--- src/rtl/muldiv_unit.sv ---
// Iterative 32-cycle multiply/divide unit feeding the {hi, lo} writeback.
// Shift-add multiply, restoring divide, with a sign fixup pass for signed ops.
module muldiv_unit #(
  parameter int XLEN     = 32,
  parameter int HILO_IDX = 34
) (
  input  logic              clock,
  input  logic              reset,
  input  logic              start,
  input  logic [1:0]        op,
  input  logic [XLEN-1:0]   src_a,
  input  logic [XLEN-1:0]   src_b,
  input  logic              flush,
  output logic              busy,
  output logic              stall,
  output logic              done,
  output logic              reg_write,
  output logic [5:0]        wb_dest,
  output logic [2*XLEN-1:0] prod
);

  localparam int CW = $clog2(XLEN);
  localparam int PW = 2 * XLEN;

  typedef enum logic [1:0] {
    S_IDLE,
    S_CALC,
    S_FIXUP,
    S_DONE
  } state_e;

  state_e          state_q, state_d;
  logic [CW-1:0]   cnt_q, cnt_d;
  logic [1:0]      op_q, op_d;
  logic [XLEN-1:0] opnd_q, opnd_d;
  logic [PW-1:0]   acc_q, acc_d;
  logic            negq_q, negq_d;
  logic            negr_q, negr_d;
  logic [PW-1:0]   prod_q, prod_d;

  logic            is_idle;
  logic            in_sgn;
  logic            a_neg;
  logic            b_neg;
  logic [XLEN-1:0] abs_a;
  logic [XLEN-1:0] abs_b;
  logic            div0;

  logic [XLEN:0]   msum;
  logic [PW-1:0]   mul_nxt;
  logic [PW-1:0]   dsh;
  logic [XLEN:0]   dtry;
  logic [PW-1:0]   div_nxt;
  logic [XLEN-1:0] q_raw;
  logic [XLEN-1:0] r_raw;
  logic [XLEN-1:0] q_fix;
  logic [XLEN-1:0] r_fix;

  assign is_idle = (state_q == S_IDLE);
  assign in_sgn  = ~op[0];
  assign a_neg   = in_sgn & src_a[XLEN-1];
  assign b_neg   = in_sgn & src_b[XLEN-1];
  assign abs_a   = a_neg ? (~src_a + 1'b1) : src_a;
  assign abs_b   = b_neg ? (~src_b + 1'b1) : src_b;
  assign div0    = op[1] & (src_b == '0);

  // Multiplier sits in acc[XLEN-1:0]; carry of the add lands in the MSB.
  assign msum    = {1'b0, acc_q[PW-1:XLEN]}
                 + (acc_q[0] ? {1'b0, opnd_q} : '0);
  assign mul_nxt = {msum, acc_q[XLEN-1:1]};

  // Remainder can briefly need XLEN+1 bits after the shift.
  assign dsh     = {acc_q[PW-2:0], 1'b0};
  assign dtry    = {acc_q[PW-1], dsh[PW-1:XLEN]} - {1'b0, opnd_q};
  assign div_nxt = dtry[XLEN] ? dsh
                 : {dtry[XLEN-1:0], dsh[XLEN-1:1], 1'b1};

  assign q_raw = acc_q[XLEN-1:0];
  assign r_raw = acc_q[PW-1:XLEN];
  assign q_fix = negq_q ? (~q_raw + 1'b1) : q_raw;
  assign r_fix = negr_q ? (~r_raw + 1'b1) : r_raw;

  always_comb begin
    state_d = state_q;
    cnt_d   = cnt_q;
    op_d    = op_q;
    opnd_d  = opnd_q;
    acc_d   = acc_q;
    negq_d  = negq_q;
    negr_d  = negr_q;
    prod_d  = prod_q;
    unique case (state_q)
      S_IDLE: begin
        if (start && !flush) begin
          op_d   = op;
          cnt_d  = '0;
          negq_d = a_neg ^ b_neg;
          negr_d = op[1] & a_neg;
          if (div0) begin
            opnd_d  = abs_b;
            acc_d   = {src_a, {XLEN{1'b1}}};
            state_d = S_DONE;
          end else if (op[1]) begin
            opnd_d  = abs_b;
            acc_d   = {{XLEN{1'b0}}, abs_a};
            state_d = S_CALC;
          end else begin
            opnd_d  = abs_a;
            acc_d   = {{XLEN{1'b0}}, abs_b};
            state_d = S_CALC;
          end
        end
      end
      S_CALC: begin
        if (flush) begin
          state_d = S_IDLE;
        end else begin
          acc_d = op_q[1] ? div_nxt : mul_nxt;
          cnt_d = cnt_q + 1'b1;
          if (cnt_q == CW'(XLEN - 1)) begin
            state_d = S_FIXUP;
          end
        end
      end
      S_FIXUP: begin
        if (flush) begin
          state_d = S_IDLE;
        end else begin
          if (op_q[1]) begin
            acc_d = {r_fix, q_fix};
          end else if (negq_q) begin
            acc_d = ~acc_q + 1'b1;
          end
          state_d = S_DONE;
        end
      end
      S_DONE: begin
        state_d = S_IDLE;
        if (!flush) begin
          prod_d = acc_q;
        end
      end
      default: state_d = S_IDLE;
    endcase
  end

  always_ff @(posedge clock or negedge reset) begin
    if (!reset) begin
      state_q <= S_IDLE;
      cnt_q   <= '0;
      op_q    <= '0;
      opnd_q  <= '0;
      acc_q   <= '0;
      negq_q  <= 1'b0;
      negr_q  <= 1'b0;
      prod_q  <= '0;
    end else begin
      state_q <= state_d;
      cnt_q   <= cnt_d;
      op_q    <= op_d;
      opnd_q  <= opnd_d;
      acc_q   <= acc_d;
      negq_q  <= negq_d;
      negr_q  <= negr_d;
      prod_q  <= prod_d;
    end
  end

  // The new result is visible during DONE; a flush there keeps the old one.
  assign done      = (state_q == S_DONE) & ~flush;
  assign reg_write = done;
  assign busy      = ~is_idle;
  assign stall     = busy | (start & is_idle);
  assign wb_dest   = 6'(HILO_IDX);
  assign prod      = done ? acc_q : prod_q;

endmodule

--- config.mk ---
export PLATFORM = sky130hd
export DESIGN_NAME = muldiv_unit
export DESIGN_NICKNAME = d
export VERILOG_FILES = /design/src/rtl/muldiv_unit.sv
export SDC_FILE = /design/constraint.sdc
export NUM_CORES = 1
export LEC_CHECK = 0
export CORE_MARGIN = 10
export CORE_UTILIZATION = 50
export DETAILED_ROUTE_END_ITERATION = 16
export PLACE_DENSITY_LB_ADDON = 0.3
export SETUP_SLACK_MARGIN = 0.4
export SYNTH_ARGS = -nofsm -noshare
export SYNTH_HDL_FRONTEND = slang
export SYNTH_SLANG_ARGS = --single-unit
export TNS_END_PERCENT = 20
--- constraint.sdc ---
create_clock -name clock -period 3.3 [get_ports clock]
set_clock_uncertainty 0.15 [all_clocks]
set_input_delay 0.99 -clock clock [delete_from_list [all_inputs] [get_ports clock]]
set_output_delay 0.99 -clock clock [all_outputs]
set_load 0.02 [all_outputs]
==> run_results.csv, run 1 <==
group,metric,value,unit
run_status,status,"finished with violations",
grt,grt_max_degree,95,
synthesis,synth_seq_cells,170,
sta,setup_viol,38,
cts,h-tree-depth,4,
cts,cts_tree,"done",
sta,worstMarginPinSlew,0.875,ns
cts,clk_pin_slew,0.07,ns
placement,placed_cells,2866,
die,die_area,0.0396,mm^2
finish,stdcell_count,2945,
power,ir_drop,0.728,mV
grt,groute.usage.overall,0.334,
sta,relSlewSlack,0.416,
sta,max_freq,282,MHz
finish,drive_gt1_frac,0.319,
synthesis,synth-seq-area-share,0.265,
worst_setup_path,critPathCaptureType,"register",
grt,grt_pass1_wl,102000,um
worst_setup_path,worst_path_most_repeated_cell,"a21o_1",
die,die_x,199,um
die,coreArea,0.0316,mm^2
die,io_pins,144,
placement,dpl_cell_area,0.0207,mm^2
synthesis,synth_edf_count,0,
sta,post-route-min-period,3.55,ns
cts,clockBufferDepth,2,
finish,fill_cells,2459,
die,start_util,0.508,
cts,cts-root-buf,"clkbuf_16",
power,power.total,24800,uW
placement,dp_hpwl,49800,um
sta,setup_ws,-0.245,ns
cts,cts_hold_buf,0,
grt,grt_pass1_vias,17740,
sta,fin_crit_sh,1.07,
synthesis,postSynth.asyncResetShare,1.00,
grt,antenna_found_initial,0,
worst_setup_path,path_cells,"buf_6, ha_4, fa_2, nand2b_4, a21o_1, a211oi_4, o2111ai_2, and3_4, or3_4, buf_4, clkbuf_16, a21o_1, o211ai_1, a221oi_1",
finish,nets,2676,
power,cellLeakagePower,0.0103,uW
worst_setup_path,path_class,"reg -> reg",
finish,final_core_util,0.721,
routing,first_pass_iters,9,
sta,drv_slew,0,
routing,drcViolationCount,0,
worst_setup_path,cp_max_fo,7,
placement,dp_slack,-0.784,ns
power,pwr_density_cell,1090,mW/mm^2
routing,first_iter_violations,2100,
routing,routedWlPerCell,23.1,um
cts,cts_sinks,170,
finish,area_delta_synth_final,41.9,%
cts,clk_latency,0.47,ns
synthesis,synth_ff_type,"dfrtp_1",
die,die_h,199,um
run_status,violations,"negative setup slack",
die,std_cell_rows,65,
grt,grt.overflow.total,0,
finish,design_area,0.0228,mm^2
job,maxCapViolCount,0,
routing,ant_nets,0,
worst_setup_path,slowest_delay,0.42,ns
synthesis,syn_area,0.0160,mm^2
routing,vias,18769,
sta,hold_viol,0,
synthesis,synth_warnings,0,
cts,numCtsBuffers,17,
routing,vias_per_cell,6.37,
worst_setup_path,arrival,3.73,ns
worst_setup_path,cp.required,3.49,ns
sta,rsz0062_at_grt,"yes",
worst_setup_path,critPathSlowestCell,"dfrtp_1",
routing,routed_wirelength,68000,um
worst_hold_path,hold_class,"in -> async",
placement,portBuffers,137,
synthesis,synth_area_per_cell,7.78,um^2
synthesis,ys_types,89,
placement,gp_congestion,1.01,
synthesis,netlist_instances,2061,
worst_setup_path,start_kind,"register",
[critical path: cells and delay by family, from the launching register on]
| kind | cells | cell delay (ns) |
|---|---|---|
| flops | 1 | 0.42 |
| buf+inv | 3 | 0.47 |
| fa+ha+maj | 2 | 0.50 |
| simple gates | 3 | 0.80 |
| compound gates | 6 | 1.08 |
[power breakdown]
group | switching (uW) | internal, uW
Clock | 1070 | 1070
Sequential | 732 | 3050
Combinational | 10700 | 8210
[placed cells by master (no fill, tap or decap), drive strengths merged, types with 39 or more instances in the layout]
cell type  synthesis  routed
a21oi            189     189
nor2             196     196
xnor2             72      72
ha                75      75
nand2            199     199
inv               77      85
o21ai            192     192
buf               47     515
nor3              89      89
mux2              75      75
dfrtp            170     170
xor2              52      52
a21o              41      41
nor4              39      39
nand3             41      41
[path summary, 6_finish.rpt]
path	startpoint	endpoint	slack, ns	cells after the start
max	opnd_q[0]$_DFFE_PN0P_	acc_q[48]$_DFFE_PN0P_	-0.25	14
min	reset	prod_q[5]$_DFFE_PN0P_	0.32	1
max reg2reg	opnd_q[0]$_DFFE_PN0P_	acc_q[48]$_DFFE_PN0P_	-0.25	14
min reg2reg	negr_q$_DFFE_PN0P_	negr_q$_DFFE_PN0P_	0.33	2
max in group asynchronous	reset	acc_q[35]$_DFFE_PN0P_	1.84	2
min in group clock	negr_q$_DFFE_PN0P_	negr_q$_DFFE_PN0P_	0.33	2
[state kept, by name (all words and copies together), names as in the netlist]
name and count:
negq_q 1, op_q 1, cnt_q 5, prod_q 64
state_q 2, negr_q 1, acc_q 64, opnd_q 32
[routing by layer]
| metal | GRT usage | wire (um) | up-vias |
|---|---|---|---|
| met4 | 0.155 | 3230 | 0 |
| met5 | 0 | 0 | - |
| li1 | - | - | 8469 |
| met2 | 0.507 | 29700 | 1158 |
| met3 | 0.0653 | 6810 | 207 |
| met1 | 0.449 | 28200 | 8935 |
[Yosys cell counts, types with 9 or more instances]
library cell | number | area share
a211oi_1 | 32 | 0.015
a21o_1 | 41 | 0.019
a21oi_1 | 189 | 0.059
a31oi_1 | 32 | 0.012
and2_1 | 10 | 0.0039
buf_1 | 18 | 0.0042
buf_2 | 18 | 0.0056
clkbuf_1 | 90 | 0.021
dfrtp_1 | 170 | 0.27
ha_1 | 75 | 0.059
inv_1 | 76 | 0.018
mux2_2 | 75 | 0.053
mux2i_1 | 32 | 0.020
nand2_1 | 198 | 0.046
nand2b_1 | 23 | 0.0090
nand3_1 | 40 | 0.012
nand3b_1 | 13 | 0.0061
nand4_1 | 19 | 0.0074
nor2_1 | 192 | 0.045
nor2b_1 | 9 | 0.0035
nor3_1 | 84 | 0.026
nor4_1 | 30 | 0.012
o211ai_1 | 17 | 0.0080
o21a_1 | 11 | 0.0052
o21ai_0 | 181 | 0.057
o21ai_1 | 11 | 0.0034
o311ai_0 | 12 | 0.0066
o31a_1 | 10 | 0.0055
o31ai_1 | 25 | 0.012
or3_1 | 18 | 0.0070
or4_1 | 10 | 0.0047
xnor2_1 | 72 | 0.039
xor2_1 | 52 | 0.028
[timing repair]
| item | 4_1_cts | 5_1_grt |
|---|---|---|
| pin swaps | 55 | 46 |
| buffers inserted | 16 | 19 |
| resized for setup | 601 | 83 |
| gates cloned | 8 | 3 |
| setup endpoints to repair | 156 | 153 |
[layout make-up]
type / count / area, um^2 / share of cell area
diodes: 1 / 2.50 / 0.000110
clock buffers: 17 / 425 / 0.0187
clock inverters: 15 / 155 / 0.00682
inverters: 77 / 309 / 0.0136
multi-input cells: 1680 / 11800 / 0.520
flip-flops and latches: 170 / 4260 / 0.187
well taps: 402 / 503 / 0.0221
repair buffers: 583 / 5270 / 0.232
[logic make-up after synthesis]
logic type               count (synthesis)  share of synthesized area
XOR/XNOR                               124                     0.0677
multiplexers                           107                     0.0727
AND/OR/NAND/NOR                        699                      0.215
other                                    2                   0.000468
AO/OA/AOI/OAI                          666                      0.262
flip-flops                             170                      0.265
adder cells (fa/ha/maj)                 77                     0.0610
buffers and inverters                  216                     0.0554
[through the flow]
stage	TNS, ns	hold slack [ns]
2_1_floorplan	0	0.298
3_3_place_gp	-85.93	0.299
3_5_place_dp	-90.59	0.311
4_1_cts	-2.86	0.329
5_1_grt	-7.25	0.335
6_report	-4.71	0.315
(Power assumes the default switching activity.)
==> run 2, diff against run 1 <==
--- a/config.mk
+++ b/config.mk
@@ -7,6 +7,7 @@
 export LEC_CHECK = 0
 export CORE_MARGIN = 10
 export CORE_UTILIZATION = 50
+export CTS_CLUSTER_SIZE = 24
 export DETAILED_ROUTE_END_ITERATION = 16
 export PLACE_DENSITY_LB_ADDON = 0.3
 export SETUP_SLACK_MARGIN = 0.4
==> constraint.sdc (replaced) <==
create_clock -name clock -period 4.6 [get_ports clock]
set_clock_uncertainty 0.15 [all_clocks]
set_input_delay 1.38 -clock clock [delete_from_list [all_inputs] [get_ports clock]]
set_output_delay 1.38 -clock clock [all_outputs]
set_load 0.02 [all_outputs]
==> run_results.csv, run 2 (synthesis results as in run 1) <==
group,metric,value,unit
run_status,status,"finished clean",
grt,grt_max_degree,95,
finish,area_delta_synth_final,16.6,%
cts,clk_pin_slew,0.07,ns
routing,first_iter_violations,2092,
worst_setup_path,start_kind,"input port",
worst_setup_path,arrival,2.64,ns
sta,setup_viol,0,
sta,relSlewSlack,0.333,
power,cellLeakagePower,0.00806,uW
routing,vias_per_cell,6.56,
routing,wl_met3,6160,um
routing,topRoutingLayerUsed,"met5",
sta,hold_ws,0.334,ns
routing,routedWlPerCell,23.3,um
grt,antenna_found_initial,2,
worst_setup_path,cp_max_fo,19,
placement,dpl_cell_area,0.0180,mm^2
die,start_util,0.508,
finish,regArea,0.00426,mm^2
power,pwr_density_cell,784,mW/mm^2
cts,cts-root-buf,"clkbuf_16",
finish,fill_cells,2866,
power,power.total,14700,uW
finish,layout_commonest_cell,"nand2_1",
cts,cts_sinks,170,
routing,route.met2.wl,26200,um
sta,rsz0062_at_grt,"yes",
grt,grt.overflow.total,0,
cts,clockBufferDepth,2,
power,ir_drop,0.571,mV
cts,clk_latency,0.47,ns
worst_setup_path,path_class,"in -> out",
cts,cts_tree,"done",
sta,setup_ws,0.427,ns
cts,numCtsBuffers,17,
sta,fin_crit_sh,0.907,
die,coreArea,0.0316,mm^2
sta,drv_slew,0,
worst_setup_path,slowest_delay,0.35,ns
grt,groute.usage.overall,0.299,
routing,drcViolationCount,0,
finish,design_area,0.0187,mm^2
finish,mostFrequentLayoutCells,"nand2_1 (198), nor2_1 (192), a21oi_1 (188), o21ai_0 (179), dfrtp_1 (169)",
sta,post-route-min-period,4.17,ns
placement,dp_hpwl,44600,um
placement,dp_slack,-0.147,ns
job,maxCapViolCount,0,
placement,portBuffers,137,
worst_setup_path,critPathCaptureType,"output pin",
routing,vias,16971,
cts,h-tree-depth,4,
cts,cts_hold_buf,0,
finish,nets,2319,
finish,drive_gt1_frac,0.135,
routing,wl_met1,25300,um
die,io_pins,144,
worst_setup_path,critPathSlowestCell,"mux2_2",
worst_setup_path,cp.required,3.07,ns
die,die_area,0.0396,mm^2
finish,top_regs,"acc_q x64, prod_q x64, opnd_q x32",
grt,grt_pass1_vias,15783,
finish,multiInputGateArea,0.0109,mm^2
routing,ant_nets,0,
worst_hold_path,hold_class,"reg -> reg",
die,std_cell_rows,65,
sta,max_freq,240,MHz
placement,gp_congestion,0.981,
worst_setup_path,path_cells,"clkbuf_2, nand2b_4, buf_4, buf_12, buf_16, mux2_2, clkdlybuf4s15_2",
routing,routed_wirelength,60200,um
routing,first_pass_iters,8,
die,die_x,199,um
die,die_h,199,um
sta,hold_viol,0,
sta,worstMarginPinSlew,0.996,ns
grt,grt_pass1_wl,91800,um
[run 2: cell types whose count changed in the layout (fill, tap and decap cells not counted), sizes merged, moves of 2 or more]
cell / delta
dlygate4sd2: -20
inv: -7
clkinvlp: +3
buf: -411
clkbuf: +21
bufbuf: +2
clkdlybuf4s15: +16
clkdlybuf4s50: +38
[run 2: final cells by class]
type | instances | share of cell area
diodes | 1 | 0.000134
clock buffers | 19 | 0.0237
clock inverters | 13 | 0.00776
inverters | 77 | 0.0155
multi-input cells | 1679 | 0.584
flip-flops and latches | 170 | 0.228
well taps | 402 | 0.0269
repair buffers | 227 | 0.114
[run 2: final timing paths]
kind,cells past startpoint,slack [ns],from,to
max reg2reg,12,0.45,acc_q[0]$_DFFE_PN0P_,acc_q[51]$_DFFE_PN0P_
max,7,0.43,flush,prod[3]
min in group asynchronous,1,0.79,reset,prod_q[26]$_DFFE_PN0P_
min reg2reg,2,0.33,opnd_q[9]$_DFFE_PN0P_,opnd_q[9]$_DFFE_PN0P_
max in group asynchronous,2,2.52,reset,acc_q[25]$_DFFE_PN0P_
min,2,0.33,opnd_q[9]$_DFFE_PN0P_,opnd_q[9]$_DFFE_PN0P_
[run 2: stage by stage]
stage          TNS [ns]  std cells  utilization
2_1_floorplan         0       2065            -
3_3_place_gp      -5.12       2547        0.572
3_5_place_dp      -6.73       2547        0.572
4_1_cts               0       2586        0.594
6_report              0       2588        0.592
5_1_grt               0       2587        0.592
[run 2: per-layer routing]
layer  vias up  GRT usage
met4         4      0.116
met1      8125      0.398
met3       157     0.0747
met2       924      0.452
li1       7761          -
met5         -     0.0237
[run 2: report_power, final]
group	leakage [uW]	switching [uW]	total (uW)	internal (uW)
Clock	0.000268	700	1520	817
Sequential	0.00215	742	2920	2180
Combinational	0.00564	6310	10200	3910
[run 2: critical path, delay by kind of cell]
family	cells	cell delay (ns)
mux	1	0.35
simple gates	1	0.16
buf+inv	5	0.74
[run 2: timing repair]
item	CTS	global route
pin swaps	0	0
cloned	4	0
setup buffers	3	1
setup endpoints to repair	66	68
gates resized for setup	132	81
